**src/rtl/pipeline_hazard_ctrl.sv**
```systemverilog
// Pipeline hold/flush sequencer: load-use stalls, redirects and LM/SM micro-op expansion.
// Optional perf counters are enabled by defining HAZARD_CTRL_PERF_EN.
module pipeline_hazard_ctrl #(
  parameter int unsigned LOAD_USE_CYCLES = 1,
  parameter logic [3:0]  LM_OPC          = 4'b0110,
  parameter logic [3:0]  SM_OPC          = 4'b0111,
  parameter int unsigned CNT_W           = 16
) (
  input  logic             clk,
  input  logic             reset,
  input  logic [15:0]      id_ir,
  input  logic             rr_src1_used,
  input  logic [2:0]       rr_src1,
  input  logic             rr_src2_used,
  input  logic [2:0]       rr_src2,
  input  logic             ex_is_load,
  input  logic [2:0]       ex_dest,
  input  logic             redirect_rr,
  input  logic             redirect_ex,
`ifdef HAZARD_CTRL_PERF_EN
  input  logic             perf_clr,
  output logic [CNT_W-1:0] perf_stall_cnt,
  output logic [CNT_W-1:0] perf_flush_cnt,
`endif
  output logic             pc_hold,
  output logic             pr1_hold,
  output logic             pr2_hold,
  output logic             flush_pr1,
  output logic             flush_pr2,
  output logic             flush_pr3,
  output logic             modify_ir,
  output logic [2:0]       modify_pr2_ra,
  output logic             first_multiple,
  output logic             multi_busy
);

  localparam int unsigned CW = (LOAD_USE_CYCLES > 1) ? $clog2(LOAD_USE_CYCLES) : 1;
  localparam logic StIdle  = 1'b0;
  localparam logic StMulti = 1'b1;

  logic          state_q, state_d;
  logic [7:0]    mask_q, mask_d;
  logic [CW-1:0] cnt_q, cnt_d;
  logic          hazard, stall, is_multi_op, rr_taken;
  logic [7:0]    cur_mask, rem_mask;
  logic          unused_ir_bits;

  assign unused_ir_bits = ^id_ir[11:8];

  function automatic logic [2:0] lowest_bit(input logic [7:0] m);
    lowest_bit = 3'd0;
    for (int i = 7; i >= 0; i--) begin
      if (m[i]) lowest_bit = 3'(i);
    end
  endfunction

  assign hazard = ex_is_load & ((rr_src1_used & (rr_src1 == ex_dest)) |
                                (rr_src2_used & (rr_src2 == ex_dest)));
  assign stall       = hazard | (cnt_q != '0);
  assign is_multi_op = (id_ir[15:12] == LM_OPC) | (id_ir[15:12] == SM_OPC);
  assign cur_mask    = (state_q == StMulti) ? mask_q : id_ir[7:0];
  assign rem_mask    = cur_mask & (cur_mask - 8'd1);
  assign rr_taken    = ~reset & ~redirect_ex & ~stall & redirect_rr;

  always_comb begin
    pc_hold        = 1'b0;
    pr1_hold       = 1'b0;
    pr2_hold       = 1'b0;
    flush_pr1      = 1'b0;
    flush_pr2      = 1'b0;
    flush_pr3      = 1'b0;
    modify_ir      = 1'b0;
    modify_pr2_ra  = 3'd0;
    first_multiple = 1'b0;
    multi_busy     = ~reset & (state_q == StMulti);
    state_d        = state_q;
    mask_d         = mask_q;
    cnt_d          = cnt_q;
    if (reset) begin
      state_d = StIdle;
      mask_d  = '0;
      cnt_d   = '0;
    end else if (redirect_ex) begin
      flush_pr1 = 1'b1;
      flush_pr2 = 1'b1;
      flush_pr3 = 1'b1;
      state_d   = StIdle;
      mask_d    = '0;
      cnt_d     = '0;
    end else if (stall) begin
      // Walk state is frozen; the stalled micro-op is re-presented afterwards.
      pc_hold   = 1'b1;
      pr1_hold  = 1'b1;
      pr2_hold  = 1'b1;
      flush_pr3 = 1'b1;
      cnt_d     = (cnt_q == '0) ? CW'(LOAD_USE_CYCLES - 1) : cnt_q - CW'(1);
    end else if (redirect_rr) begin
      flush_pr1 = 1'b1;
      flush_pr2 = 1'b1;
      state_d   = StIdle;
      mask_d    = '0;
    end else if ((state_q == StMulti) || is_multi_op) begin
      if (cur_mask == '0) begin
        flush_pr2 = 1'b1;
      end else begin
        modify_ir      = 1'b1;
        modify_pr2_ra  = lowest_bit(cur_mask);
        first_multiple = (state_q == StIdle);
        if (rem_mask != '0) begin
          pc_hold  = 1'b1;
          pr1_hold = 1'b1;
          state_d  = StMulti;
          mask_d   = rem_mask;
        end else begin
          state_d = StIdle;
          mask_d  = '0;
        end
      end
    end
  end

  always_ff @(posedge clk) begin
    state_q <= state_d;
    mask_q  <= mask_d;
    cnt_q   <= cnt_d;
  end

`ifdef HAZARD_CTRL_PERF_EN
  logic stall_evt, flush_evt;
  assign stall_evt = ~reset & ~redirect_ex & stall;
  assign flush_evt = (~reset & redirect_ex) | rr_taken;

  always_ff @(posedge clk) begin
    if (reset || perf_clr) begin
      perf_stall_cnt <= '0;
      perf_flush_cnt <= '0;
    end else begin
      if (stall_evt && (perf_stall_cnt != '1)) perf_stall_cnt <= perf_stall_cnt + 1'b1;
      if (flush_evt && (perf_flush_cnt != '1)) perf_flush_cnt <= perf_flush_cnt + 1'b1;
    end
  end
`else
  logic unused_rr_taken;
  assign unused_rr_taken = rr_taken;
`endif

endmodule

```
**config.mk**
```make
export PLATFORM = sky130hd
export DESIGN_NAME = pipeline_hazard_ctrl
export DESIGN_NICKNAME = d
export VERILOG_FILES = /design/src/rtl/pipeline_hazard_ctrl.sv
export SDC_FILE = /design/constraint.sdc
export NUM_CORES = 1
export LEC_CHECK = 0
export CAP_MARGIN = 20
export CORE_MARGIN = 2
export CORE_UTILIZATION = 25
export CTS_CLUSTER_DIAMETER = 120
export DETAILED_ROUTE_END_ITERATION = 10
export DONT_BUFFER_PORTS = 1
export SLEW_MARGIN = 0
export SYNTH_ARGS = -nofsm -noshare
export SYNTH_HDL_FRONTEND = slang
export SYNTH_SLANG_ARGS = --single-unit
```
**constraint.sdc**
```tcl
create_clock -name clk -period 2.76 [get_ports clk]
set_input_delay 0.552 -clock clk [delete_from_list [all_inputs] [get_ports clk]]
set_output_delay 0.552 -clock clk [all_outputs]
set_load 0.05 [all_outputs]
```
==> results.md <==
* Vias per Instance at 5.01
* Crit path max-delay family: compound AO/OA/AOI/OAI gates
* Post-synth EDFFs at 0
* Setup tns final at 0 ps
* I/O Buffers at 0
* Initial antenna violation count at 0
* Synthesized flop and latch total at 8
* Worst R2R Start: state_q
* Primary FF master, synth: dfxtp_1
* Pwr Total at 0.000301 W
* Share of flip-flops with an asynchronous set or reset at 0
* Final Setup Violations at 0
* Skew-Pair Late Insertion Delay at 260 ps
* CTS tree: done
* Largest net degree at the start of global routing at 11
* Worst-path maximum fanout at 10
* Nets@finish at 148
* R2R cell count at 6
* Clock-pin slew on the worst setup and hold paths at 60 ps
* Arr. time, crit path at 2120 ps
* CORE AREA at 0.00305 mm^2
* Crit Path Category: reg2out
* Fillers at 350
* I/O pins at 44
* Peak VDD IR at 0.0821 mV
* Root Driver: clkbuf_4
* Area grow syn2layout at 25.9%
* GRT Total Usage at 0.115
* Final Max Slew Viols at 0
* Synth Instances at 99
* CP Capture Type: primary output
* Fraction of layout cells with a size suffix above 1 at 0.325
* Die width at 60.5 um
* Hold Path Depth at 1
* Starting density of the core at 0.261
* Worst path buffer plus inverter count at 3
* CTS buffer count at 3
* Pwr dens at 300 mW/mm^2
* Area of the multi-input gates at 613 um^2
* Die Ht at 60.5 um
* Final cycle utilization of the critical path at 0.968
* DP Cell Count at 153
* Syn Std Cell Area at 798 um^2
* Crit path cell chain: buf_4, nor3_1, a21oi_2, buf_4, o31ai_1, nand3_1, a21o_2, buf_12
* GP Congestion at 0.749
* Register area share after synthesis at 0.201
* Die ar. at 0.00366 mm^2
* Post-synthesis cell type count at 42
* Vias at 792
* Max-cap violations at 0
* Min-delay src: mask_q[4]
* Layout Cells excl Fill at 158
* Synthesis Warnings at 0
* Critical path required time at 2210 ps
* Min Hold Slack at 494 ps
* Ant. Diodes at 0
* Critical R2R Capture: mask_q[2]
* CP max stage cell: dfxtp_4
* Hold Path End: mask_q[4]
* Slew HR at 0.622
* Grt ovf at 0
* CP most frequent cell: buf_4
* Number of global-route vias before repair at 775
* Worst-Margin Slew at 565 ps
* Final core occ at 0.329
* TritonCTS Sinks at 8
* Fmax at 0.374 GHz
* CTS H-tree lvls at 1
* Detail Route Antenna Nets at 0
* Worst min path class: reg2reg
* Status: finished, final reports clean
* Hold_buf cts at 0
* Post-Syn Nets at 131
* LEAKAGE at 0.379 nW
* DRT Pass-1 Iters at 4
* Final hold viol count at 0
* CP startpoint kind: flip-flop
* Layout Skew at 0.599 ps
* Sequential cell area at 164 um^2
* Final critical-path required period at 2670 ps
* Site Rows at 20
* Total Routed Length at 2.03 mm
* Max incr delay on CP at 380 ps
* Hpwl dp at 1.62 mm
* DRC at 0
* WL per Instance at 12.8 um
* Clock Tree Buf Depth at 2
* Syn avg cell area at 8.06 um^2
* First-pass GRT wire length at 3.20 mm
* Initial drt markers at 12
* R2r setup slk at 860 ps
==> synthesized netlist by cell type (all sizes together) (3+ instances only) <==
cell type | n | area, um^2
o31ai | 4 | 30.0
a22o | 5 | 43.8
and2 | 4 | 25.0
a21oi | 6 | 33.8
o21ai | 3 | 15.0
xnor2 | 6 | 52.6
nor2 | 14 | 52.6
nor2b | 3 | 21.3
dfxtp | 8 | 160
nor3 | 7 | 50.1
inv | 6 | 25.0
buf | 3 | 23.8
==> worst reg2reg max path, delay by kind of cell, from the launching register on <==
kind,cells,cell delay [ps]
simple gates,3,800
buf+inv,1,120
compound gates,2,480
flops,1,380
==> state kept, by name, indices dropped and copies added (netlist names) <==
register / cells
state_q: 1
mask_q: 7
==> layout make-up <==
class                      count  share of cell area
multi-input combinational     82               0.610
sequential                     8               0.163
timing repair buffer          15               0.125
tap                           44              0.0548
inverter                       6              0.0249
clock buffer                   3              0.0224
==> worst max path at each step <==
stage	start	cells after the start	endpoint
2_1_floorplan	ex_dest[0]	6	pr1_hold
3_3_place_gp	state_q	7	modify_pr2_ra[0]
3_5_place_dp	state_q	7	modify_pr2_ra[0]
4_1_cts	state_q	7	modify_pr2_ra[0]
5_1_grt	state_q	8	pc_hold
6_report	state_q	8	pc_hold
==> metrics by stage <==
stage               setup WS (ps)  area (um^2)
floorplan                    74.2          818
global placement              165          960
detailed placement            175          960
CTS                          15.2          983
global route                -10.6         1000
finish                       87.6         1000
==> cell usage in the layout (no fill, tap or decap), types with 2 or more instances in the layout <==
cell / instances
nand3_1: 2
nor3_1: 3
xnor2_1: 6
nor2_1: 14
nand2_1: 2
o2bb2ai_1: 2
o31ai_1: 4
nand4_1: 2
clkbuf_4: 3
dfxtp_1: 7
nor2b_1: 2
a32o_1: 2
nor3_2: 4
buf_4: 14
and2_1: 3
o21ai_0: 2
o21bai_1: 2
a21oi_1: 5
a22o_1: 5
mux2_2: 2
inv_1: 4
==> metal layers <==
metal / vias up / wire, um / track usage
li1: 400 / - / -
met1: 376 / 896 / 0.141
met2: 16 / 1010 / 0.200
met3: 0 / 126 / 0.0490
met4: 0 / 0 / 0
met5: - / 0 / 0
==> cells by family (layout without fill, tap and decap cells) <==
group                      Yosys count  after routing  share of synthesized area
AOI/OAI and AO/OA                   32             32                      0.317
xor gates and xnor gates             6              6                     0.0658
adders and majority gates            1              1                     0.0125
buffers and inverters                9             24                     0.0611
DFF                                  8              8                      0.201
muxes                                4              4                     0.0533
and+or+nand+nor                     39             39                      0.290
==> power breakdown <==
group / internal (W) / switching, W
logic: 0.0000369 / 0.0000513
registers: 0.000116 / 0.00000152
clock network: 0.0000502 / 0.0000456
==> timing repair <==
| action | 4_1_cts | 5_1_grt |
|---|---|---|
| hold endpoints to repair | 0 | 0 |
| gates resized for setup | 1 | 2 |
| pin swaps | 0 | 1 |
| endpoints found under the setup margin | 5 | 2 |
| cloned | 0 | 0 |
| setup buffers | 0 | 2 |
Note: power is estimated with default switching activity, not from simulation.
